===== config.mk =====
export PLATFORM = sky130hd
export DESIGN_NAME = unified_mem_arbiter
export DESIGN_NICKNAME = d
export VERILOG_FILES = /design/src/rtl/unified_mem_arbiter_pkg.sv /design/src/rtl/unified_mem_arbiter_timeout_counter.sv /design/src/rtl/unified_mem_arbiter.sv
export SDC_FILE = /design/constraint.sdc
export NUM_CORES = 1
export LEC_CHECK = 0
export ABC_AREA = 1
export BUFFER_PORTS_ARGS = -buffer_cell sky130_fd_sc_hd__buf_4
export CELL_PAD_IN_SITES_DETAIL_PLACEMENT = 0
export CELL_PAD_IN_SITES_GLOBAL_PLACEMENT = 1
export CORE_MARGIN = 2
export CORE_UTILIZATION = 37
export DETAILED_ROUTE_END_ITERATION = 7
export PLACE_DENSITY = 0.84
export REMOVE_ABC_BUFFERS = 1
export SLEW_MARGIN = 15
export SYNTH_ARGS = -nofsm -noshare
export SYNTH_HDL_FRONTEND = slang
export SYNTH_SLANG_ARGS = --single-unit

===== constraint.sdc =====
create_clock -name clk -period 11.5 [get_ports clk]
set_input_delay 1.15 -clock clk [delete_from_list [all_inputs] [get_ports clk]]
set_output_delay 1.15 -clock clk [all_outputs]
set_load 0.005 [all_outputs]

===== src/rtl/unified_mem_arbiter_pkg.sv =====
// unified_mem_arbiter_pkg: shared state/size encodings, NOP constant and latched command type.
package unified_mem_arbiter_pkg;
  typedef enum logic [1:0] {IDLE = 2'd0, SERVE_DM = 2'd1, SERVE_IF = 2'd2} arb_state_e;
  localparam logic [1:0] SIZE_BYTE = 2'b00;
  localparam logic [1:0] SIZE_HALF = 2'b01;
  localparam logic [1:0] SIZE_WORD = 2'b10;
  localparam logic [31:0] NOP_INSN = 32'h00000013;
  typedef struct packed {
    logic [31:0] addr;
    logic [31:0] wdata;
    logic [1:0]  size;
    logic        we;
  } mem_cmd_t;
  function automatic mem_cmd_t fetch_cmd(input logic [31:0] a);
    return '{addr: a & ~32'h3, wdata: '0, size: SIZE_WORD, we: 1'b0};
  endfunction
  // The reserved size code 11 is issued to memory as a word access.
  function automatic logic [1:0] legal_size(input logic [1:0] s);
    return (s == SIZE_BYTE || s == SIZE_HALF) ? s : SIZE_WORD;
  endfunction
endpackage


===== src/rtl/unified_mem_arbiter_timeout_counter.sv =====
// arb_timeout_counter: counts stalled service cycles; expired flags the last allowed one.
module arb_timeout_counter #(
  parameter int TIMEOUT = 16
) (
  input  logic clk,
  input  logic rst,
  input  logic clear_i,
  input  logic en_i,
  output logic expired_o
);
  localparam int W = $clog2(TIMEOUT + 1);
  logic [W-1:0] cnt_q, cnt_d;
  assign expired_o = en_i && (cnt_q == W'(TIMEOUT - 1));
  assign cnt_d = clear_i ? '0 : en_i ? cnt_q + W'(1) : cnt_q;
  always_ff @(posedge clk or posedge rst) begin
    if (rst) cnt_q <= '0;
    else cnt_q <= cnt_d;
  end
endmodule


===== src/rtl/unified_mem_arbiter.sv =====
// unified_mem_arbiter: fixed-priority fetch/data arbiter onto one single-port memory,
// with flush suppression of fetches and a timeout that aborts hung accesses.
module unified_mem_arbiter
  import unified_mem_arbiter_pkg::*;
#(
  parameter int TIMEOUT = 16
) (
  input  logic        clk,
  input  logic        rst,
  input  logic        if_req_i,
  input  logic [31:0] if_addr_i,
  input  logic        if_flush_i,
  input  logic        dm_read_i,
  input  logic        dm_write_i,
  input  logic [31:0] dm_addr_i,
  input  logic [31:0] dm_wdata_i,
  input  logic [1:0]  dm_size_i,
  output logic        mem_req_o,
  output logic        mem_we_o,
  output logic [31:0] mem_addr_o,
  output logic [31:0] mem_wdata_o,
  output logic [1:0]  mem_size_o,
  input  logic [31:0] mem_rdata_i,
  input  logic        mem_ready_i,
  output logic [31:0] if_rdata_o,
  output logic [31:0] dm_rdata_o,
  output logic        if_valid_o,
  output logic        dm_valid_o,
  output logic        stall_if_o,
  output logic        stall_dm_o,
  output logic        err_o
);
  arb_state_e  state_q, state_d;
  mem_cmd_t    cmd_q, cmd_d;
  logic        flushed_q, flushed_d;
  logic        if_valid_q, if_valid_d, dm_valid_q, dm_valid_d;
  logic [31:0] if_rdata_q, if_rdata_d, dm_rdata_q, dm_rdata_d;
  logic        err_q, err_d;
  logic        serving, expired, done, dm_req;

  assign serving = state_q != IDLE;
  assign dm_req  = dm_read_i | dm_write_i;
  assign done    = mem_ready_i | expired;

  arb_timeout_counter #(.TIMEOUT(TIMEOUT)) u_timeout (
    .clk       (clk),
    .rst       (rst),
    .clear_i   (!serving),
    .en_i      (serving && !mem_ready_i),
    .expired_o (expired)
  );

  always_comb begin
    state_d    = state_q;
    cmd_d      = cmd_q;
    flushed_d  = flushed_q;
    if_valid_d = 1'b0;
    dm_valid_d = 1'b0;
    if_rdata_d = if_rdata_q;
    dm_rdata_d = dm_rdata_q;
    err_d      = err_q | expired;
    unique case (state_q)
      IDLE: begin
        flushed_d = 1'b0;
        if (dm_req && !dm_valid_q) begin
          state_d = SERVE_DM;
          cmd_d   = '{addr: dm_addr_i, wdata: dm_wdata_i, size: legal_size(dm_size_i), we: dm_write_i};
        end else if (if_req_i && !if_valid_q && !if_flush_i) begin
          state_d = SERVE_IF;
          cmd_d   = fetch_cmd(if_addr_i);
        end
      end
      SERVE_DM: if (done) begin
        state_d    = IDLE;
        dm_valid_d = 1'b1;
        dm_rdata_d = cmd_q.we ? dm_rdata_q : mem_ready_i ? mem_rdata_i : '0;
      end
      SERVE_IF: begin
        flushed_d = flushed_q | if_flush_i;
        if (done) begin
          state_d    = IDLE;
          if_valid_d = !flushed_d;
          if_rdata_d = flushed_d ? if_rdata_q : mem_ready_i ? mem_rdata_i : NOP_INSN;
        end
      end
      default: state_d = IDLE;
    endcase
  end

  always_ff @(posedge clk or posedge rst) begin
    if (rst) begin
      state_q    <= IDLE;
      cmd_q      <= '0;
      flushed_q  <= 1'b0;
      if_valid_q <= 1'b0;
      dm_valid_q <= 1'b0;
      if_rdata_q <= '0;
      dm_rdata_q <= '0;
      err_q      <= 1'b0;
    end else begin
      state_q    <= state_d;
      cmd_q      <= cmd_d;
      flushed_q  <= flushed_d;
      if_valid_q <= if_valid_d;
      dm_valid_q <= dm_valid_d;
      if_rdata_q <= if_rdata_d;
      dm_rdata_q <= dm_rdata_d;
      err_q      <= err_d;
    end
  end

  assign mem_req_o   = serving;
  assign mem_we_o    = serving & cmd_q.we;
  assign mem_addr_o  = cmd_q.addr;
  assign mem_wdata_o = cmd_q.wdata;
  assign mem_size_o  = cmd_q.size;
  assign if_rdata_o  = if_rdata_q;
  assign dm_rdata_o  = dm_rdata_q;
  assign if_valid_o  = if_valid_q;
  assign dm_valid_o  = dm_valid_q;
  assign err_o       = err_q;
  assign stall_dm_o  = dm_req & ~dm_valid_q;
  assign stall_if_o  = (if_req_i & ~if_valid_q) | stall_dm_o;
endmodule


==> impl_metrics.py, run 1 <==
metrics = {
    "global_routing": {
        "antenna_found_initial": 0,
        "grt_usage_pct": 18.7,
        "grt-ovfl-total": 0,
        "grt_pass1_vias": 5242,
        "grt_max_degree": 74,
        "grt_pass1_wl_mm": 27.3,
    },
    "sta": {
        "worst_pin_slew_ns": 1.07,
        "hold_viol_final": 0,
        "setup_viol": 0,
        "slew_violations": 0,
        "min_period_ns": 3.27,
        "fin_skew_ns": 0.00992,
        "clock.fmax_mhz": 306,
        "setup_slack_ns": 8.23,
        "hold_ws_ns": 0.488,
        "relSlewSlack_pct": 28.6,
        "fin_tns_setup_ns": 0,
        "grt_setup_unrepaired": "no",
        "fin_crit_sh_pct": 28.4,
    },
    "worst_setup_path": {
        "crit_fanout": 69,
        "cp.required_ns": 11.79,
        "crit_path_end_kind": "flip-flop",
        "worstSetupPathType": "primary input to flip-flop",
        "cp_data_arrival_time_ns": 3.56,
        "critPathLaunchType": "primary input",
    },
    "finish": {
        "drive_above_1_share_pct": 32.2,
        "final_area_um2": 8770,
        "diodes": 0,
        "nets": 1107,
        "area_delta_synth_final_pct": 34.5,
        "fillCellCount": 1731,
    },
    "yosys": {
        "synth_mux_area_share_pct": 0,
        "synth_area_um2": 6530,
        "syn_avg_cell_area_um2": 8.37,
        "synth_fa_ha_area_share_pct": 0.959,
        "synth-simple-area-share_pct": 26.5,
        "synth_xor_xnor_area_share_pct": 0,
        "ys_ff_latch": 142,
        "ys_seq_area_share_pct": 54.5,
        "synthCells": 780,
        "ys_warn_count": 0,
        "synth_top_family_by_area": "simple AND/OR/NAND/NOR gates",
        "synth_compound_area_share_pct": 5.71,
        "synth_cell_type_count": 23,
    },
    "flow_run": {
        "drv_cap": 0,
    },
    "drt": {
        "drc": 0,
        "ant_nets": 0,
        "dr.pass1.iters": 4,
        "dr.first_iter.drc_count": 312,
        "wl_per_cell_um": 14.7,
        "vias_per_cell": 4.55,
        "routed_wirelength_mm": 17.6,
        "vias": 5477,
    },
    "die": {
        "core_region_area_um2": 17300,
        "fp-row-count": 48,
        "die_h_um": 137,
        "fp.dieW_um": 137,
        "io_pins": 274,
        "initial_utilization_pct": 37.7,
        "dieArea_um2": 18700,
    },
    "power": {
        "intPower_w": 0.00151,
        "p_sw_share_pct": 34.3,
        "power.switching_w": 0.000787,
        "p_total_w": 0.00229,
        "power_frac_comb_pct": 38.4,
        "clkPwrFrac_pct": 24.8,
        "max-vdd-ir-drop_uv": 98.1,
        "p_leak_nw": 4.80,
        "power_frac_seq_pct": 36.9,
        "power_density_nw_per_um2": 261,
    },
    "cts": {
        "post_cts.repair.setup_buffers": 0,
        "clock_sinks": 142,
        "cts_tree": "built",
        "clock_latency_ns": 0.41,
        "cts_resized": 0,
        "cts_max_level": 4,
        "cts_buffers": 17,
        "holdBufCountCts": 0,
        "clockBufferDepth": 2,
        "cts.clk_slew.worst_paths_ns": 0.06,
        "cts-root-buf": "clkbuf_16",
    },
    "outcome": {
        "status": "finished clean",
    },
    "place": {
        "hpwl_mm": 11.8,
        "gp_congestion": 0.761,
        "portBuffers": 271,
        "post_dp_cell_area_um2": 8160,
        "pre_cts_ws_ns": 7.73,
    },
    "min_path": {
        "min_path_type": "flip-flop to flip-flop",
    },
}
power by group through the flow:
| stage | combinational (W) | sequential (W) | clock, W |
|---|---|---|---|
| after floorplan | 0.000353 | 0.000864 | 0 |
| after CTS | 0.000897 | 0.000847 | 0.000581 |
| after detailed placement | 0.000894 | 0.000853 | 0 |
| after global placement | 0.000885 | 0.000844 | 0 |
| final | 0.000880 | 0.000845 | 0.000568 |
| after global routing | 0.000985 | 0.000875 | 0.000602 |
worst paths after layout:
path	startpoint	to	slack (ns)	cells past startpoint
min in group asynchronous	rst	mem_addr_o[0]	0.81	2
max reg2reg	state_q[0]	mem_addr_o[17]	8.73	6
min	dm_rdata_o[9]	dm_rdata_o[9]	0.49	2
max	dm_write_i	mem_addr_o[17]	8.23	8
max in group asynchronous	rst	mem_addr_o[17]	9.21	3
min reg2reg	dm_rdata_o[9]	dm_rdata_o[9]	0.49	2
registers in the layout, summed over array words and instances (netlist names):
| register | cells |
|---|---|
| dm_rdata_o | 32 |
| if_rdata_o | 32 |
| mem_addr_o | 32 |
| mem_wdata_o | 32 |
| u_timeout.cnt_q | 5 |
| mem_size_o | 2 |
| state_q | 2 |
| cmd_q | 1 |
| dm_valid_o | 1 |
| err_o | 1 |
| flushed_q | 1 |
| if_valid_o | 1 |
worst max-delay path, cell delays in order:
cell	delay, ns
buf_4	0.12
nor2_1	0.18
nor2_4	0.04
buf_4	0.24
nand2_4	0.63
nand2_1	0.85
nand2_1	0.27
nand2_1	0.07
area by class of cell:
class                   count  area (µm²)  share of cell area (%)
flip-flops and latches    142        3550                    40.5
well taps                 225         282                    3.21
repair buffers            276        2070                    23.6
clock buffers              20         447                    5.09
inverters                  20        80.1                   0.913
clock inverters            12         161                    1.84
multi-input cells         508        2180                    24.8
per-stage QoR:
| step | instances | utilization [%] |
|---|---|---|
| 2_1_floorplan | 670 | - |
| 3_3_place_gp | 1171 | 47.2 |
| 3_5_place_dp | 1171 | 47.2 |
| 4_1_cts | 1203 | 50.7 |
| 5_1_grt | 1203 | 50.7 |
| 6_report | 1203 | 50.7 |
cells in the mapped netlist (all sizes together):
library cell | instances | area (µm²)
a21oi | 3 | 15.0
buf | 102 | 701
clkbuf | 8 | 31.3
dfrtp | 142 | 3550
ha | 5 | 62.6
inv | 20 | 75.1
nand2 | 340 | 1280
nand3 | 74 | 375
nand4 | 1 | 6.26
nor2 | 15 | 63.8
o21ai | 68 | 344
o21bai | 1 | 7.51
o22ai | 1 | 6.26
cells in the final DEF, fill, tap and decap left out, drive strengths merged, types with 2 or more instances in the layout:
master and count:
clkbuf 20, clkinvlp 2, nand3 74, a21oi 3, dfrtp 142, nor2 15, clkinv 5, bufinv 3
ha 5, inv 22, buf 276, nand2 340, o21ai 68
metal layers:
layer | up-vias | routed length, µm | GRT usage [%]
met5 | - | 0 | 0
met4 | 0 | 493 | 8.08
met3 | 31 | 869 | 4.04
met2 | 153 | 8650 | 30.6
met1 | 2525 | 7610 | 24.1
li1 | 2768 | - | -
cell families after synthesis:
logic type	after synthesis
DFF	142
buffers and inverters	130
and+or+nand+nor	430
adders and majority gates	5
AOI/OAI and AO/OA	73
(Power assumes the default switching activity.)
==> run 2, diff against run 1 <==
--- a/config.mk
+++ b/config.mk
@@ -10,9 +10,9 @@
 export CELL_PAD_IN_SITES_DETAIL_PLACEMENT = 0
 export CELL_PAD_IN_SITES_GLOBAL_PLACEMENT = 1
 export CORE_MARGIN = 2
-export CORE_UTILIZATION = 37
+export CORE_UTILIZATION = 34
 export DETAILED_ROUTE_END_ITERATION = 7
-export PLACE_DENSITY = 0.84
+export PLACE_DENSITY = 0.78
 export REMOVE_ABC_BUFFERS = 1
 export SLEW_MARGIN = 15
 export SYNTH_ARGS = -nofsm -noshare
==> constraint.sdc (replaced) <==
create_clock -name clk -period 3.36 [get_ports clk]
set_input_delay 0.336 -clock clk [delete_from_list [all_inputs] [get_ports clk]]
set_output_delay 0.336 -clock clk [all_outputs]
set_load 0.005 [all_outputs]
==> impl_metrics.py, run 2 (synthesized netlist as in run 1, its figures left out) <==
metrics = {
    "outcome": {
        "status": "finished clean",
    },
    "power": {
        "clkPwrFrac_pct": 25.9,
        "power.switching_w": 0.00270,
        "p_leak_nw": 4.85,
        "power_frac_seq_pct": 36.3,
        "intPower_w": 0.00530,
        "power_frac_comb_pct": 37.8,
        "p_total_w": 0.00800,
        "p_sw_share_pct": 33.7,
        "max-vdd-ir-drop_uv": 436,
        "power_density_nw_per_um2": 902,
    },
    "die": {
        "dieArea_um2": 20300,
        "initial_utilization_pct": 34.8,
        "io_pins": 274,
        "die_h_um": 143,
        "core_region_area_um2": 18800,
        "fp.dieW_um": 143,
        "fp-row-count": 50,
    },
    "finish": {
        "multi_input_area_um2": 2170,
        "layout_common_cells": "nand2_1, buf_4, dfrtp_1, nand3_1, o21ai_1",
        "drive_above_1_share_pct": 32.7,
        "diodes": 0,
        "final_util_pct": 47.3,
        "nets": 1114,
        "layout_commonest_cell": "nand2_1",
        "fillCellCount": 1902,
        "final-seq-area_um2": 3550,
        "area_delta_synth_final_pct": 36.0,
    },
    "sta": {
        "worst_pin_slew_ns": 0.875,
        "min_period_ns": 2.39,
        "relSlewSlack_pct": 41.7,
        "hold_viol_final": 0,
        "fin_crit_sh_pct": 71.2,
        "clock.fmax_mhz": 418,
        "hold_ws_ns": 0.111,
        "setup_viol": 0,
        "slew_violations": 0,
        "grt_setup_unrepaired": "no",
        "fin_tns_setup_ns": 0,
        "fin_skew_ns": 0.0153,
    },
    "drt": {
        "dr.pass1.iters": 4,
        "wl_per_cell_um": 14.9,
        "vias": 5480,
        "drc": 0,
        "vias_per_cell": 4.50,
        "dr.first_iter.drc_count": 253,
        "ant_nets": 0,
        "routed_wirelength_mm": 18.1,
    },
    "global_routing": {
        "grt_max_degree": 96,
        "antenna_found_initial": 0,
        "grt_pass1_wl_mm": 28.6,
        "grt_pass1_vias": 5421,
        "grt-ovfl-total": 0,
        "grt_usage_pct": 18.1,
    },
    "worst_setup_path": {
        "path_cells": "ha_1 -> nand2_1 -> nor2_1 -> ha_1 -> inv_1 -> o21ai_2 -> nand3_2 -> buf_4 -> nand2_1 -> o21ai_0",
        "crit_fanout": 34,
        "cp_data_arrival_time_ns": 2.68,
        "crit_slowest_cell": "nand3_2",
        "slowest_delay_ns": 0.54,
        "r2r_end": "dm_rdata_o[29]",
        "worstSetupPathType": "flip-flop to flip-flop",
        "worstReg2RegStart": "u_timeout.cnt_q[0]",
        "reg2regPathDepth": 10,
        "critPathLaunchType": "flip-flop",
        "cp.required_ns": 3.65,
        "crit_path_end_kind": "flip-flop",
        "r2r_slack_ns": 0.97,
    },
    "cts": {
        "cts_tree": "built",
        "clockBufferDepth": 2,
        "cts_max_level": 4,
        "clock_sinks": 142,
        "post_cts.repair.setup_buffers": 0,
        "holdBufCountCts": 0,
        "cts-root-buf": "clkbuf_16",
        "cts.clk_slew.worst_paths_ns": 0.07,
        "clock_latency_ns": 0.42,
        "cts_resized": 0,
        "cts_buffers": 17,
    },
    "place": {
        "gp_congestion": 0.823,
        "hpwl_mm": 12.4,
        "portBuffers": 271,
    },
    "min_path": {
        "min_path_type": "primary input to async pin",
    },
    "flow_run": {
        "drv_cap": 0,
    },
}
## run 2: critical path, delay by kind of cell, from the launching register on
family | cells | cell delay [ns]
compound gates | 2 | 0.23
fa+ha+maj | 2 | 0.35
buf+inv | 2 | 0.50
flops | 1 | 0.39
simple gates | 4 | 0.78
## run 2: power by group through the flow
stage / Sequential (W) / Combinational, W / Clock (W)
2_1_floorplan: 0.00296 / 0.00121 / 0
3_3_place_gp: 0.00290 / 0.00305 / 0
3_5_place_dp: 0.00293 / 0.00308 / 0
4_1_cts: 0.00291 / 0.00309 / 0.00212
5_1_grt: 0.00300 / 0.00342 / 0.00219
6_report: 0.00290 / 0.00303 / 0.00207
## run 2: area by class of cell
cell class | instances | share of cell area, %
inverters | 20 | 0.903
multi-input cells | 508 | 24.5
clock inverters | 13 | 2.41
well taps | 234 | 3.30
repair buffers | 283 | 23.9
flip-flops and latches | 142 | 40.1
clock buffers | 19 | 4.88
## run 2: per-stage QoR
stage	worst slack, ns	cell area, µm²	std cells
floorplan	-0.786	5790	670
detailed placement	1.00	8220	1187
CTS	0.978	8870	1219
global placement	1.04	8220	1187
finish	0.969	8870	1219
global route	0.691	8870	1219
## run 2: worst max path at each step
stage / start / to / slack, ns / cells past startpoint
after floorplan: rst / cmd_q[0] / -0.79 / 1
after global placement: u_timeout.cnt_q[0] / dm_rdata_o[29] / 1.04 / 10
after detailed placement: u_timeout.cnt_q[0] / dm_rdata_o[29] / 1.0 / 10
after CTS: u_timeout.cnt_q[0] / dm_rdata_o[29] / 0.98 / 10
after global routing: u_timeout.cnt_q[0] / dm_rdata_o[23] / 0.69 / 9
final: u_timeout.cnt_q[0] / dm_rdata_o[29] / 0.97 / 10
## run 2: layer usage
layer  vias up  share of wire [%]  track usage (%)  wire length [µm]
met4         0                2.3             6.88               414
met5         -                  0                0                 0
met2       145                 50             29.5              9080
li1       2783                  -                -                 -
met1      2524                 44             23.5              7900
met3        28                4.1             4.21               752
==> run 3, diff against run 2 <==
==> constraint.sdc (replaced) <==
create_clock -name clk -period 2.3 [get_ports clk]
set_input_delay 0.23 -clock clk [delete_from_list [all_inputs] [get_ports clk]]
set_output_delay 0.23 -clock clk [all_outputs]
set_load 0.005 [all_outputs]
==> impl_metrics.py, run 3 (synthesized netlist as in run 1, its figures left out) <==
metrics = {
    "outcome": {
        "status": "finished clean",
    },
    "drt": {
        "wl_per_cell_um": 14.8,
        "dr.first_iter.drc_count": 370,
        "dr.pass1.iters": 4,
        "ant_nets": 0,
        "drc": 0,
        "vias": 5616,
        "vias_per_cell": 4.53,
        "routed_wirelength_mm": 18.3,
    },
    "die": {
        "die_h_um": 143,
        "core_region_area_um2": 18800,
        "fp.dieW_um": 143,
        "io_pins": 274,
        "fp-row-count": 50,
        "initial_utilization_pct": 34.8,
        "dieArea_um2": 20300,
    },
    "worst_setup_path": {
        "crit_fanout": 9,
        "cp.required_ns": 2.07,
        "crit_path_end_kind": "primary output",
        "r2r_end": "mem_addr_o[23]",
        "worstReg2RegStart": "state_q[0]",
        "reg2regPathDepth": 7,
        "path_cells": "inv_1 -> ha_1 -> inv_1 -> buf_4",
        "slowest_delay_ns": 0.42,
        "crit_slowest_cell": "ha_1",
        "cp_data_arrival_time_ns": 1.76,
        "cp_common_cell": "inv_1",
        "r2r_slack_ns": 0.54,
        "critPathLaunchType": "flip-flop",
        "worstSetupPathType": "flip-flop to primary output",
    },
    "min_path": {
        "min_from": "dm_wdata_i[22]",
        "whs_path_depth": 3,
        "min_to": "mem_wdata_o[22]",
        "min_path_type": "primary input to flip-flop",
    },
    "finish": {
        "layout_commonest_cell": "nand2_1",
        "diodes": 0,
        "layout_common_cells": "nand2_1, buf_4, dfrtp_1, nand3_1, o21ai_1",
        "final_area_um2": 9130,
        "stdcell_count": 1240,
        "drive_above_1_share_pct": 32.4,
        "final_util_pct": 48.6,
        "nets": 1135,
        "fillCellCount": 1885,
        "area_delta_synth_final_pct": 39.9,
    },
    "global_routing": {
        "grt-ovfl-total": 0,
        "grt_usage_pct": 17.8,
        "antenna_found_initial": 0,
        "grt_pass1_wl_mm": 28.3,
        "grt_pass1_vias": 5394,
        "grt_max_degree": 68,
    },
    "place": {
        "gp_congestion": 0.788,
        "pre_cts_ws_ns": 0.520,
        "hpwl_mm": 12.6,
        "placedCellCount": 1190,
        "post_dp_cell_area_um2": 8310,
        "portBuffers": 271,
    },
    "power": {
        "power_density_nw_per_um2": 1280,
        "max-vdd-ir-drop_uv": 511,
        "p_leak_nw": 4.97,
        "p_total_w": 0.0117,
    },
    "sta": {
        "grt_setup_unrepaired": "no",
        "fin_crit_sh_pct": 86.7,
        "setup_viol": 0,
        "min_period_ns": 1.99,
        "relSlewSlack_pct": 59.4,
        "setup_slack_ns": 0.306,
        "hold_viol_final": 0,
        "worst_pin_slew_ns": 0.609,
        "slew_violations": 0,
        "clock.fmax_mhz": 501,
        "fin_skew_ns": 0.00843,
    },
    "cts": {
        "clock_latency_ns": 0.42,
        "cts_buffers": 17,
        "holdBufCountCts": 18,
        "post_cts.repair.setup_buffers": 0,
        "cts_tree": "built",
        "clockBufferDepth": 2,
        "cts_max_level": 4,
        "cts.clk_slew.worst_paths_ns": 0.06,
        "clock_sinks": 142,
        "cts_resized": 0,
        "cts-root-buf": "clkbuf_16",
    },
    "flow_run": {
        "drv_cap": 0,
    },
}
run 3: worst max-delay path, delay by kind of cell (launching register included):
family | cells | cell delay, ns
flip-flops | 1 | 0.40
adder cells (fa/ha/maj) | 1 | 0.42
buffers and inverters | 3 | 0.52
run 3: layer usage:
| metal | up-vias | track usage, % | part of all wire, % |
|---|---|---|---|
| li1 | 2841 | - | - |
| met1 | 2589 | 22.6 | 44 |
| met2 | 158 | 29.2 | 49 |
| met3 | 28 | 3.87 | 4.8 |
| met4 | 0 | 7.66 | 2.5 |
| met5 | - | 0 | 0 |
run 3: cell type report:
class | count | area [µm²] | share of cell area, %
clock buffers | 24 | 512 | 5.61
inverters | 20 | 80.1 | 0.877
multi-input cells | 508 | 2170 | 23.8
flip-flops and latches | 142 | 3550 | 38.9
clock inverters | 8 | 125 | 1.37
well taps | 234 | 293 | 3.21
repair buffers | 304 | 2390 | 26.2
run 3: how the worst max path moves through the flow:
stage | from | to | slack [ns] | cells after the start
floorplan | rst | cmd_q[0] | -1.74 | 1
detailed placement | state_q[0] | mem_addr_o[29] | 0.52 | 7
CTS | state_q[0] | mem_req_o | 0.25 | 4
global placement | state_q[0] | mem_addr_o[23] | 0.55 | 7
global route | state_q[0] | mem_req_o | 0.20 | 4
finish | state_q[0] | mem_req_o | 0.31 | 4
run 3: where the power goes:
| part | switching (W) | internal, W | leakage [nW] |
|---|---|---|---|
| Clock | 0.00106 | 0.00188 | 0.313 |
| Combinational | 0.00225 | 0.00229 | 2.82 |
| Sequential | 0.000614 | 0.00362 | 1.83 |
| Total | 0.00393 | 0.00779 | 4.97 |
run 3: per-stage QoR:
step	hold WS, ns	TNS [ns]
2_1_floorplan	0.347	-268.66
3_3_place_gp	0.366	0
3_5_place_dp	0.368	0
4_1_cts	0.0000873	0
5_1_grt	0.0192	0
6_report	0.0155	0
